## config.mk

```make
export PLATFORM = sky130hd
export DESIGN_NAME = mul3_recon_pipe_flat
export DESIGN_NICKNAME = d
export VERILOG_FILES = /design/src/rtl/mul3_recon_if.sv /design/src/rtl/mul3_recon_pipe.sv /design/src/flat_wrapper.sv
export SDC_FILE = /design/constraint.sdc
export NUM_CORES = 1
export LEC_CHECK = 0
export ABC_AREA = 1
export BUFFER_PORTS_ARGS = -buffer_cell sky130_fd_sc_hd__buf_4
export CAP_MARGIN = 20
export CORE_UTILIZATION = 40
export CTS_CLUSTER_SIZE = 8
export DETAILED_ROUTE_END_ITERATION = 10
export GPL_TIMING_DRIVEN = 1
export REMOVE_ABC_BUFFERS = 1
export SLEW_MARGIN = 30
export SYNTH_ARGS = -nofsm -noshare
export SYNTH_HDL_FRONTEND = slang
export SYNTH_SLANG_ARGS = --single-unit
export TNS_END_PERCENT = 5
```

## constraint.sdc

```tcl
create_clock -name clk -period 4.53 [get_ports clk]
set_input_delay 0.6795 -clock clk [delete_from_list [all_inputs] [get_ports clk]]
set_output_delay 0.6795 -clock clk [all_outputs]
set_load 0.02 [all_outputs]
```

## src/rtl/mul3_recon_if.sv

```systemverilog
// mul3_recon_if: quotient/remainder input and reconstructed-dividend output handshakes
interface mul3_recon_if #(
  parameter int W_Q = 31
);
  logic           in_valid;
  logic           in_ready;
  logic [W_Q-1:0] in_q;
  logic [1:0]     in_r;
  logic           out_valid;
  logic           out_ready;
  logic [W_Q:0]   out_x;
  logic           out_ovf;
  logic           out_rerr;
  modport master (
    output in_valid, in_q, in_r, out_ready,
    input  in_ready, out_valid, out_x, out_ovf, out_rerr
  );
  modport slave (
    input  in_valid, in_q, in_r, out_ready,
    output in_ready, out_valid, out_x, out_ovf, out_rerr
  );
endinterface

```

## src/rtl/mul3_recon_pipe.sv

```systemverilog
// mul3_recon_pipe: two-stage 3*Q+R reconstruction with split carry, error flags and saturating error counter
module mul3_recon_pipe #(
  parameter int W_Q   = 31,
  parameter int SPLIT = 16,
  parameter int W_CNT = 16
) (
  input  logic             clk,
  input  logic             rst_n,
  mul3_recon_if.slave      bus,
  input  logic             err_clr,
  output logic [W_CNT-1:0] err_cnt
);
  localparam int W_HI = W_Q - SPLIT;
  logic             s1_valid_q, s1_valid_d;
  logic [SPLIT-1:0] s1_lo_q, s1_lo_d;
  logic [1:0]       s1_c_q, s1_c_d;
  logic [W_HI-1:0]  s1_qhi_q, s1_qhi_d;
  logic             s1_rerr_q, s1_rerr_d;
  logic             s2_valid_q, s2_valid_d;
  logic [W_Q:0]     x_q, x_d;
  logic             ovf_q, ovf_d;
  logic             rerr_q, rerr_d;
  logic [W_CNT-1:0] cnt_q, cnt_d;
  logic [SPLIT+1:0] lo;
  logic [W_HI+1:0]  hi;
  logic             s2_adv, in_fire, out_fire, s2_load;
  assign s2_adv        = !s2_valid_q || bus.out_ready;
  assign bus.in_ready  = !s1_valid_q || s2_adv;
  assign in_fire       = bus.in_valid && bus.in_ready;
  assign out_fire      = s2_valid_q && bus.out_ready;
  assign s2_load       = s2_adv && s1_valid_q;
  assign bus.out_valid = s2_valid_q;
  assign bus.out_x     = x_q;
  assign bus.out_ovf   = ovf_q;
  assign bus.out_rerr  = rerr_q;
  assign err_cnt       = cnt_q;
  // Low half plus remainder in stage 1, high half plus carry in stage 2; {hi,lo} is the full 3*Q+R
  always_comb begin
    lo         = (SPLIT+2)'(bus.in_q[SPLIT-1:0]) * (SPLIT+2)'(3) + (SPLIT+2)'(bus.in_r);
    hi         = (W_HI+2)'(s1_qhi_q) * (W_HI+2)'(3) + (W_HI+2)'(s1_c_q);
    s1_valid_d = bus.in_ready ? bus.in_valid : s1_valid_q;
    s1_lo_d    = in_fire ? lo[SPLIT-1:0] : s1_lo_q;
    s1_c_d     = in_fire ? lo[SPLIT+1:SPLIT] : s1_c_q;
    s1_qhi_d   = in_fire ? bus.in_q[W_Q-1:SPLIT] : s1_qhi_q;
    s1_rerr_d  = in_fire ? (bus.in_r == 2'd3) : s1_rerr_q;
    s2_valid_d = s2_adv ? s1_valid_q : s2_valid_q;
    x_d        = s2_load ? {hi[W_HI:0], s1_lo_q} : x_q;
    ovf_d      = s2_load ? hi[W_HI+1] : ovf_q;
    rerr_d     = s2_load ? s1_rerr_q : rerr_q;
    cnt_d      = err_clr ? '0
               : (out_fire && (ovf_q || rerr_q) && !(&cnt_q)) ? cnt_q + W_CNT'(1) : cnt_q;
  end
  // Pipeline and counter state, cleared asynchronously
  always_ff @(posedge clk or negedge rst_n) begin
    if (!rst_n) begin
      s1_valid_q <= 1'b0;
      s1_lo_q    <= '0;
      s1_c_q     <= '0;
      s1_qhi_q   <= '0;
      s1_rerr_q  <= 1'b0;
      s2_valid_q <= 1'b0;
      x_q        <= '0;
      ovf_q      <= 1'b0;
      rerr_q     <= 1'b0;
      cnt_q      <= '0;
    end else begin
      s1_valid_q <= s1_valid_d;
      s1_lo_q    <= s1_lo_d;
      s1_c_q     <= s1_c_d;
      s1_qhi_q   <= s1_qhi_d;
      s1_rerr_q  <= s1_rerr_d;
      s2_valid_q <= s2_valid_d;
      x_q        <= x_d;
      ovf_q      <= ovf_d;
      rerr_q     <= rerr_d;
      cnt_q      <= cnt_d;
    end
  end
endmodule

```

## src/flat_wrapper.sv

```systemverilog
// flat-port wrapper written by rule: the top's interface ports become plain ports
module mul3_recon_pipe_flat 
#(
  parameter int W_Q   = 31,
  parameter int SPLIT = 16,
  parameter int W_CNT = 16
)
  (clk, rst_n, err_clr, err_cnt, bus_in_valid, bus_in_q, bus_in_r, bus_out_ready, bus_in_ready, bus_out_valid, bus_out_x, bus_out_ovf, bus_out_rerr);
  mul3_recon_if #(.W_Q(W_Q)) bus_i ();
  input  logic clk;
  input  logic rst_n;
  input  logic err_clr;
  output logic [W_CNT-1:0] err_cnt;
  input wire logic [$bits(bus_i.in_valid)-1:0] bus_in_valid;
  input wire logic [$bits(bus_i.in_q)-1:0] bus_in_q;
  input wire logic [$bits(bus_i.in_r)-1:0] bus_in_r;
  input wire logic [$bits(bus_i.out_ready)-1:0] bus_out_ready;
  output wire logic [$bits(bus_i.in_ready)-1:0] bus_in_ready;
  output wire logic [$bits(bus_i.out_valid)-1:0] bus_out_valid;
  output wire logic [$bits(bus_i.out_x)-1:0] bus_out_x;
  output wire logic [$bits(bus_i.out_ovf)-1:0] bus_out_ovf;
  output wire logic [$bits(bus_i.out_rerr)-1:0] bus_out_rerr;
  assign bus_i.in_valid = bus_in_valid;
  assign bus_i.in_q = bus_in_q;
  assign bus_i.in_r = bus_in_r;
  assign bus_i.out_ready = bus_out_ready;
  assign bus_in_ready = bus_i.in_ready;
  assign bus_out_valid = bus_i.out_valid;
  assign bus_out_x = bus_i.out_x;
  assign bus_out_ovf = bus_i.out_ovf;
  assign bus_out_rerr = bus_i.out_rerr;
  mul3_recon_pipe #(.W_Q(W_Q), .SPLIT(SPLIT), .W_CNT(W_CNT)) u_core (.clk(clk), .rst_n(rst_n), .bus(bus_i), .err_clr(err_clr), .err_cnt(err_cnt));
endmodule
```

======== Yosys cells after proc, flatten, opt, wreduce, memory -nomap -nowiden ========
Cells that the tools add are included.
word-level totals
  logic and storage cells ................. 31
  output and inout bits ................... 52
  register bits ........................... 86
  input bits .............................. 38
operators by class
  reduce and logical (&&, ||, !) cells .... 13
  multiply operators ...................... 2
  multiplexer cells ....................... 2
  add/sub/neg operators ................... 3
  equal/unequal tests ..................... 1
operator list
  cell                     count
  $mux W16                 2
  $add A18 B2 Y18          1
  $mul A16 B2 Y18 const B  1
  $add A17 B2 Y17          1
  $mul A15 B2 Y17 const B  1
  $add A16 B1 Y16 const B  1
  $reduce_and A16 Y1       1
  $logic_and A1 B1 Y1      5
  $logic_not A1 Y1         3
  $logic_or A1 B1 Y1       3
  $eq A2 B2 Y1 const B     1
  $reduce_bool A2 Y1       1

======== Logic depth before layout (Yosys ltp) ========
  depth in word-level cells ............... 5
  depth in mapped cells ................... 14
  gate-level depth less buffers ........... 14

======== Least setup slack after synthesis ========
OpenSTA, ideal clock, no wires.
  kind .................................... input to register
  from .................................... in bus_in_r[1]
  to ...................................... reg u_core.s1_lo_q[7]
  buffers on the path ..................... 0
  library setup time ...................... 131 ps
  arrival time ............................ 2508 ps
  stages on the path ...................... 12
  required time ........................... 4399 ps
  path slack .............................. 1891 ps
  cell sequence ........................... inv_1 > fa_1 > inv_1 > ha_1 > fa_1 > nand2_1 > nand2_1 > nand3_1 > nand2_1 > or2_2 > nand3_1 > o21ai_0
on the way
  cells in the longest elaborated chain, start to end .. 1
RTL lines
  item                  RTL line               text
  from (decl)           flat_wrapper.sv:16     input wire logic [$bits(bus_i.in_r)-1:0] bus_in_r;
  $add A18 B2 Y18       mul3_recon_pipe.sv:39  lo = (SPLIT+2)'(bus.in_q[SPLIT-1:0]) * (SPLIT+2)'(3) + (SPLIT+2)'(bus.in_r);
  to (signal assigned)  mul3_recon_pipe.sv:68  s1_lo_q <= s1_lo_d;
  to (decl)             mul3_recon_pipe.sv:15  logic [SPLIT-1:0] s1_lo_q, s1_lo_d;
Every way passes these cells.
A chain may end at the register's enable or synchronous reset.

======== Worst setup path after layout ========
Same ends and word-level chain as after synthesis.

==> results.cfg <==
[sta]
fin_skew_ns = 0.00803
setup_viol = 0
tns_ns = 0
hold_violations = 0
rsz0062_at_grt = no
fmax_mhz = 391
final_max_slew_viol_count = 0
relSlewSlack_pct = 50.1
fin_crit_ns = 2.56
max_slew.worst_pin.slew_ns = 0.748
whs_ns = 0.352
period_share_pct = 56.4

[logic_synthesis]
muxShareOfSynthArea_pct = 0
synth_cell_type_count = 29
synth_compound_area_share_pct = 4.77
syn_avg_cell_area_um2 = 7.19
synthXorXnorAreaFrac_pct = 1.96
synth_top_family_by_area = simple AND/OR/NAND/NOR gates
synthCells = 810
yosysSeqAreaShare_pct = 37.0
synth.cell_area_mm2 = 0.00582
yosysWarnings = 0
yosys.area_share.adder_pct = 14.7
yosys.area_share.simple_pct = 33.5
ys_ff_latch = 86

[power_and_ir_drop]
p_leak_nw = 3.94
powerDensity_mw_per_mm2 = 439
vdd_drop_max_mv = 0.186
power_mw = 3.06

[clock_network]
clk_pin_slew_worst_paths_ns = 0.06
clockBufferDepth = 2
root_buffer = clkbuf_16
hold_buffers = 0
cts_sinks = 86
insertion_delay_ns = 0.34
cts.repair.resized = 0
h-tree-depth = 3
cts_buffers = 9
post_cts_buffers = 0
cts_tree = yes

[cells_and_area]
n_fill_cell = 1453
areaGrowthSynthToFinish_pct = 20.0
antenna_cells = 0
drive_above_1_share_pct = 14.1
stdcell_count = 1083
fin_util_pct = 49.7
nets = 1002

[floorplanning]
die_h_um = 123
num_rows = 43
fp.dieArea_mm2 = 0.0150
die_w_um = 123
io-pin-count = 90
coreArea_mm2 = 0.0140
initial_core_util_pct = 41.5

[placement]
port_buffers = 89
post-dp-hpwl_mm = 9.74
place.gp.congestion = 0.834
dp_cells = 1067

[setup_path]
crit_chain = buf_4, inv_1, fa_1, inv_1, ha_1, fa_1, nand2_1, nand2_1, nand3_1, nand2_1, or2_2, nand3_1, o21ai_0
r2r_cells = 12
worstReg2RegStart = u_core.s1_qhi_q[0]
timing.rr.end = u_core.bus.out_x[23]
max_stage_delay_ns = 0.52
worstPathArrival_ns = 2.75
end_kind = flip-flop
critPathKind = in2reg
worstSetupStartpointType = input port
critPathSlowestCell = fa_1
worstPathMaxFanout = 4
crit_path_frequent_cell = nand2_1
crit_required_ns = 4.73
rrSetupSlack_ns = 2.01

[drt]
wirelength_mm = 12.8
drc = 0
vias = 5064
drtAntennaViolNets = 0
drt-initial-drc-count = 265
viasPerCell = 4.68
drt-pass1-iter-count = 4
routedWlPerCell_um = 11.8

[global_routing]
grt_max_degree = 51
track_usage_pct = 18.4
antenna_found_initial = 0
grt_pass1_wl_mm = 21.7
grt_overflow = 0
grt_pass1_vias = 4695

[flow_run]
cap_violations = 0

[min_path]
hold_path_class = in2async

[outcome]
outcome = finished, final reports clean
## through the flow
step	setup WS, ns	cell area [um^2]
after floorplan	1.87	5740
after global placement	1.63	6660
after detailed placement	1.60	6660
after CTS	1.95	6980
after global routing	1.84	6980
final	1.97	6980
## worst max path at each step
stage / to / slack, ns / start / depth (start not counted)
after floorplan: u_core.s1_lo_q[7] / 1.87 / bus_in_r[1] / 12
after global placement: u_core.s1_lo_q[7] / 1.63 / bus_in_r[1] / 13
after detailed placement: u_core.s1_lo_q[7] / 1.60 / bus_in_r[1] / 13
after CTS: u_core.s1_lo_q[7] / 1.95 / bus_in_r[1] / 13
after global routing: u_core.s1_lo_q[7] / 1.84 / bus_in_r[1] / 13
final: u_core.s1_lo_q[7] / 1.97 / bus_in_r[1] / 13
## kinds of logic after synthesis
kind of cell,after synthesis
AND/OR/NAND/NOR,472
buffers and inverters,119
flip-flops,86
adder cells (fa/ha/maj),66
AO/OA/AOI/OAI,54
XOR/XNOR,13
## state kept, by name, indices dropped and copies added, names as in the netlist
signal                flops
u_core.err_cnt           16
u_core.s1_c_q             2
u_core.bus.out_rerr       1
u_core.bus.out_ovf        1
u_core.s1_valid_q         1
u_core.bus.out_valid      1
u_core.s1_qhi_q          15
u_core.s1_lo_q           16
u_core.s1_rerr_q          1
u_core.bus.out_x         32
## synth_stat cells (all sizes together)
library cell / instances / area [um^2]
nand2: 336 / 1280
nand4: 5 / 31.3
inv: 103 / 392
nand3: 49 / 250
ha: 62 / 776
nor2: 53 / 201
clkinv: 1 / 3.75
xnor2: 4 / 35.0
a21oi: 17 / 85.1
and2: 4 / 25.0
o21ai: 33 / 165
nand3b: 7 / 52.6
xor2: 9 / 78.8
fa: 4 / 80.1
buf: 7 / 47.6
nor3: 7 / 35.0
o21bai: 2 / 15.0
clkbuf: 8 / 30.0
or2: 11 / 68.8
dfrtp: 86 / 2150
o22ai: 2 / 12.5
## where the power goes
part / leakage (nW) / switching (mW) / internal [mW]
Combinational: 2.71 / 0.715 / 0.476
Sequential: 1.08 / 0.113 / 0.956
Clock: 0.151 / 0.316 / 0.488
## cell usage in the layout, fill, tap and decap left out, types with 7 or more instances in the layout
cell type,count
a21oi_1,17
buf_4,92
clkbuf_16,9
dfrtp_1,86
ha_1,62
inv_1,101
nand2_1,331
nand3_1,48
nand3b_1,7
nor2_1,52
nor3_1,7
o21ai_0,33
or2_2,11
xor2_1,9
## worst max-delay path, delay by kind of cell
kind	cells	cell delay, ns
buffers and inverters	3	0.18
adder cells (fa/ha/maj)	3	1.11
AND/OR/NAND/NOR	6	0.70
AO/OA/AOI/OAI	1	0.09
## final cells by class
cell class	count	area [um^2]	area share (%)
multi-input combinational	605	3200	45.8
tap	180	225	3.23
inverter	104	395	5.66
sequential	86	2150	30.8
clock inverter	6	95.1	1.36
clock buffer	10	229	3.28
timing repair buffer	92	691	9.89
## layer usage
metal	vias to the layer above	share of wire [%]	track usage, %
li1	2705	-	-
met1	2283	49	24.3
met2	68	47	31.1
met3	8	2.7	2.14
met4	0	1.1	6.17
met5	-	0	0
Power figures use the tool's default switching activity.
